File: config.mk
export PLATFORM = sky130hd
export DESIGN_NAME = matrix_led_pwm_driver
export DESIGN_NICKNAME = d
export VERILOG_FILES = /design/src/rtl/matrix_led_pwm_driver.sv
export SDC_FILE = /design/constraint.sdc
export NUM_CORES = 1
export LEC_CHECK = 0
export ABC_AREA = 1
export CAP_MARGIN = 20
export CORE_ASPECT_RATIO = 0.6
export CORE_MARGIN = 4
export CORE_UTILIZATION = 35
export CTS_BUF_LIST = sky130_fd_sc_hd__clkbuf_8
export DETAILED_ROUTE_END_ITERATION = 8
export DONT_BUFFER_PORTS = 1
export SETUP_SLACK_MARGIN = 0.15
export SLEW_MARGIN = 5
export SYNTH_ARGS = -nofsm -noshare
export SYNTH_HDL_FRONTEND = slang
export SYNTH_SLANG_ARGS = --single-unit
File: constraint.sdc
create_clock -name clk -period 2.4 [get_ports clk]
set_input_delay 0.12 -clock clk [delete_from_list [all_inputs] [get_ports clk]]
set_output_delay 0.12 -clock clk [all_outputs]
set_load 0.05 [all_outputs]
File: src/rtl/matrix_led_pwm_driver.sv
// rtl/matrix_led_pwm_driver.sv - row-scanned LED matrix driver with double-buffered greyscale PWM
module matrix_led_pwm_driver #(
   parameter int ROWS         = 8,
   parameter int COLS         = 8,
   parameter int BPP          = 4,
   parameter int STEP_CYCLES  = 1600,
   parameter int BLANK_CYCLES = 64
) (
   input  logic                     clk,
   input  logic                     reset,
   input  logic                     wr_en,
   input  logic [$clog2(ROWS)-1:0]  wr_row,
   input  logic [COLS*BPP-1:0]      wr_data,
   input  logic                     swap_req,
   output logic                     swap_pending,
   output logic                     frame_start,
   output logic [ROWS-1:0]          row,
   output logic [COLS-1:0]          col
);

   localparam int RW   = $clog2(ROWS);
   localparam int CMAX = (BLANK_CYCLES > STEP_CYCLES) ? BLANK_CYCLES : STEP_CYCLES;
   localparam int CW   = (CMAX > 1) ? $clog2(CMAX) : 1;
   localparam logic [CW-1:0]  BLANK_LAST = CW'(BLANK_CYCLES - 1);
   localparam logic [CW-1:0]  STEP_LAST  = CW'(STEP_CYCLES - 1);
   localparam logic [BPP-1:0] STEP_MAX   = BPP'((1 << BPP) - 2);
   localparam logic [RW-1:0]  ROW_LAST   = RW'(ROWS - 1);
   localparam logic [RW:0]    ROWS_LIM   = (RW+1)'(ROWS);

   typedef enum logic {S_BLANK, S_PWM} state_t;

   state_t          state, state_nxt;
   logic [CW-1:0]   cyc, cyc_nxt;
   logic [BPP-1:0]  step, step_nxt;
   logic [RW-1:0]   r, r_nxt;
   logic            wrap, wrap_d, load_shadow;
   logic            front, front_eff, swap_now, wr_ok;
   logic [COLS*BPP-1:0] pix_buf [0:1][0:ROWS-1];
   logic [COLS*BPP-1:0] shadow;
   logic [ROWS-1:0] row_d;
   logic [COLS-1:0] col_d;

   always_ff @(posedge clk) begin
      if (reset) begin
         state <= S_BLANK;
         cyc   <= '0;
         step  <= '0;
         r     <= '0;
      end else begin
         state <= state_nxt;
         cyc   <= cyc_nxt;
         step  <= step_nxt;
         r     <= r_nxt;
      end
   end

   always_comb begin
      state_nxt   = state;
      cyc_nxt     = cyc;
      step_nxt    = step;
      r_nxt       = r;
      wrap        = 1'b0;
      load_shadow = 1'b0;
      case (state)
         S_BLANK: begin
            if (cyc == BLANK_LAST) begin
               load_shadow = 1'b1;
               state_nxt   = S_PWM;
               cyc_nxt     = '0;
               step_nxt    = '0;
            end else begin
               cyc_nxt = cyc + 1'b1;
            end
         end
         S_PWM: begin
            if (cyc == STEP_LAST) begin
               cyc_nxt = '0;
               if (step == STEP_MAX) begin
                  state_nxt = S_BLANK;
                  wrap      = (r == ROW_LAST);
                  r_nxt     = (r == ROW_LAST) ? '0 : r + 1'b1;
               end else begin
                  step_nxt = step + 1'b1;
               end
            end else begin
               cyc_nxt = cyc + 1'b1;
            end
         end
         default: state_nxt = S_BLANK;
      endcase
   end

   // Outputs lag the sequencer by one cycle; the swap lands on the edge that starts the visible frame.
   assign swap_now  = wrap_d & swap_pending;
   assign front_eff = front ^ swap_now;
   assign wr_ok     = wr_en && ({1'b0, wr_row} < ROWS_LIM);

   always_comb begin
      row_d = '0;
      col_d = '0;
      if (state == S_PWM) begin
         row_d = ROWS'(1) << r;
         for (int c = 0; c < COLS; c++) begin
            col_d[c] = shadow[c*BPP +: BPP] > step;
         end
      end
   end

   always_ff @(posedge clk) begin
      if (reset) begin
         front        <= 1'b0;
         swap_pending <= 1'b0;
         frame_start  <= 1'b0;
         wrap_d       <= 1'b0;
         shadow       <= '0;
         row          <= '0;
         col          <= '0;
         for (int b = 0; b < 2; b++) begin
            for (int i = 0; i < ROWS; i++) begin
               pix_buf[b][i] <= '0;
            end
         end
      end else begin
         wrap_d      <= wrap;
         frame_start <= wrap_d;
         if (swap_now) begin
            front        <= ~front;
            swap_pending <= 1'b0;
         end else if (swap_req) begin
            swap_pending <= 1'b1;
         end
         if (wr_ok) begin
            pix_buf[~front][wr_row] <= wr_data;
         end
         if (load_shadow) begin
            shadow <= pix_buf[front_eff][r];
         end
         row <= row_d;
         col <= col_d;
      end
   end

endmodule

==> run_results.csv <==
group,metric,value,unit
routing,num_vias,20770,
die,die_w,368.3,um
clock_tree,cts-root-buf,"clkbuf_8",
global_route,grt_pass1_vias,19500,
placed_design,hpwl,47530,um
synth,synth-simple-area-share,25.18,%
synth,async_flop_share,0,%
run_status,status,"finished, final reports clean",
clock_tree,cts_tree,"built",
setup_path,critPathCaptureType,"register",
synth,synthMuxAreaShare,0,%
die,die_area,82560,um2
timing,setup_ws,367.8,ps
final_layout,final_nets,3048,
final_layout,layout_commonest_cell,"inv_1",
timing,fin_crit,2032,ps
synth,synth_xor_area_share,0.09639,%
placed_design,placed_cell_area,29080,um2
synth,synth_compound_area_share,1.258,%
routing,wire_per_inst,21.41,um
synth,synth_fp_nets,2994,
synth,ys_seq_area_share,61.61,%
clock_tree,postCtsSetupRepairBufs,0,
clock_tree,cts_resized,0,
timing,rsz0062_at_grt,"no",
clock_tree,htreeDepth,3,
placed_design,place.gp.congestion,0.8215,
global_route,track_usage,20.97,%
placed_design,port_buffers,0,
timing,slew_viol_final,0,
job,cap_violations,0,
worst_hold_path,min_path_type,"in -> reg",
clock_tree,clk_latency,730,ps
placed_design,dp_slack,389.9,ps
setup_path,crit_required,3010,ps
timing,hold_violations,0,
global_route,grt_max_degree,129,
setup_path,regToRegSetupSlack,370,ps
final_layout,final_cell_mix,"529 x inv_1, 521 x nand3_1, 512 x edfxtp_1",
timing,timing.slew.headroom,47.00,%
routing,drc,0,
die,rows,78,
global_route,grt_first_pass_wirelength,129100,um
routing,viasPerCell,5.089,
global_route,grt.overflow.total,0,
setup_path,cp_max_fo,49,
synth,synthesis.instances,2915,
clock_tree,clock_path_buffers,3,
final_layout,fillCellCount,7568,
pwr,power_density,662.4,nW/um2
die,coreArea,76320,um2
synth,yosysUniqueCellTypes,32,
final_layout,drive_above_1_share,8.287,%
synth,synth_warnings,0,
final_layout,n_antenna_cell,0,
timing,setup_viol,0,
die,start_util,35.72,%
routing,ant_nets,0,
synth,synth_edf_count,512,
routing,dr.pass1.iters,6,
global_route,antenna_found_initial,2,
clock_tree,clkTransAtPathRegs,70,ps
routing,first_iter_violations,2757,
die,die_h,224.2,um
setup_path,cp_data_arrival_time,2640,ps
clock_tree,cts_sinks,583,
synth,synth_seq_cells,583,
timing,fin_skew,36.63,ps
final_layout,design_area,31140,um2
synth,synth_top_family_by_area,"simple AND/OR/NAND/NOR gates",
timing,tightest_slew,794.9,ps
setup_path,path_class,"reg -> reg",
synth,synthFlopType,"edfxtp_1",
pwr,p_leak,0.01334,uW
die,io_pins,57,
setup_path,start_kind,"register",
synth,synth_adder_area_share,1.836,%
synth,netlist_area,27260,um2
routing,totalWireLength,87360,um
clock_tree,numCtsBuffers,85,
timing,final.setup.tns,0,ps
final_layout,syn_to_final_growth,14.24,%
timing,fin_crit_sh,84.67,%
synth,synth.avg_cell_area,9.352,um2
pwr,peakVddDrop,0.3737,mV
timing,fmax,492.1,MHz
==> metrics by stage <==
stage                     utilization, %  power (uW)  cells  hold slack (ps)
after floorplan                        -       12270   2915            302.1
after global routing               40.81       21330   4081            41.54
final                              40.81       20630   4081            43.13
after detailed placement           38.10       12720   3883            205.0
after global placement             38.10       12700   3883            201.7
after CTS                          40.81       20740   4081            1.845
==> where the power goes <==
part           internal (uW)  switching, uW  total [uW]
combinational            290            767        1060
sequential             11400           96.5       11500
clock                   3930           4100        8030
==> registers in the layout, summed over array words and instances, names as in the netlist <==
name          cells
front             1
wrap_d            1
shadow           32
cyc              11
frame_start       1
swap_pending      1
pix_buf         512
r                 3
col               8
step              4
row               8
state             1
==> worst max-delay path: stages (launching register included) <==
cell,delay (ps)
dfxtp_1,380
inv_2,160
nand2_4,110
nand2_8,370
buf_12,290
nand2_1,110
nand3_1,80
nand3_1,80
nand3_1,120
nand3_1,80
nand2_1,70
inv_1,30
==> routing by layer <==
metal	track usage, %	wire (um)	vias to the layer above	part of all wire [%]
li1	-	-	9575	-
met1	31.53	39200	9903	45
met2	30.08	36050	1123	41
met3	4.734	9764	165	11
met4	6.143	2316	4	2.7
met5	0	30	-	0.034
==> path summary, 6_finish.rpt <==
path              depth (start not counted)   start        endpoint
setup reg to reg                         11   front      shadow[27]
hold / removal                            3   reset  pix_buf[1][32]
setup / recovery                         11   front      shadow[27]
hold reg to reg                           1  cyc[0]          cyc[0]
==> logic make-up after synthesis <==
family	Yosys count
and+or+nand+nor	1533
buffers and inverters	698
DFF	583
AOI/OAI and AO/OA	58
adders and majority gates	40
xor gates and xnor gates	3
==> cells in the mapped netlist, drive strengths merged (3+ instances only) <==
library cell / count / share of area (%)
a21oi: 34 / 0.62
a41o: 6 / 0.22
buf: 104 / 1.8
clkbuf: 64 / 0.88
clkinv: 34 / 0.47
dfxtp: 71 / 5.2
edfxtp: 512 / 56
ha: 40 / 1.8
inv: 496 / 6.8
nand2: 468 / 6.5
nand3: 522 / 9.6
nand3b: 96 / 2.6
nand4: 3 / 0.069
nor2: 400 / 5.5
nor3: 39 / 0.72
nor3b: 3 / 0.083
o211ai: 6 / 0.17
o21ai: 8 / 0.15
==> final cells by class <==
class	count	area, um2	area share [%]
Clock buffer	93	1280	4.110
Clock inverter	66	376.6	1.209
Inverter	530	1992	6.396
Multi-Input combinational cell	1634	7859	25.24
Sequential cell	583	16800	53.96
Tap cell	1040	1301	4.178
Timing Repair Buffer	135	1529	4.910
==> repair_timing <==
action	4_1_cts	5_1_grt
endpoints found under the hold margin	640	0
setup endpoints to repair	0	0
hold buffers	39	0
Power figures use the tool's default switching activity.
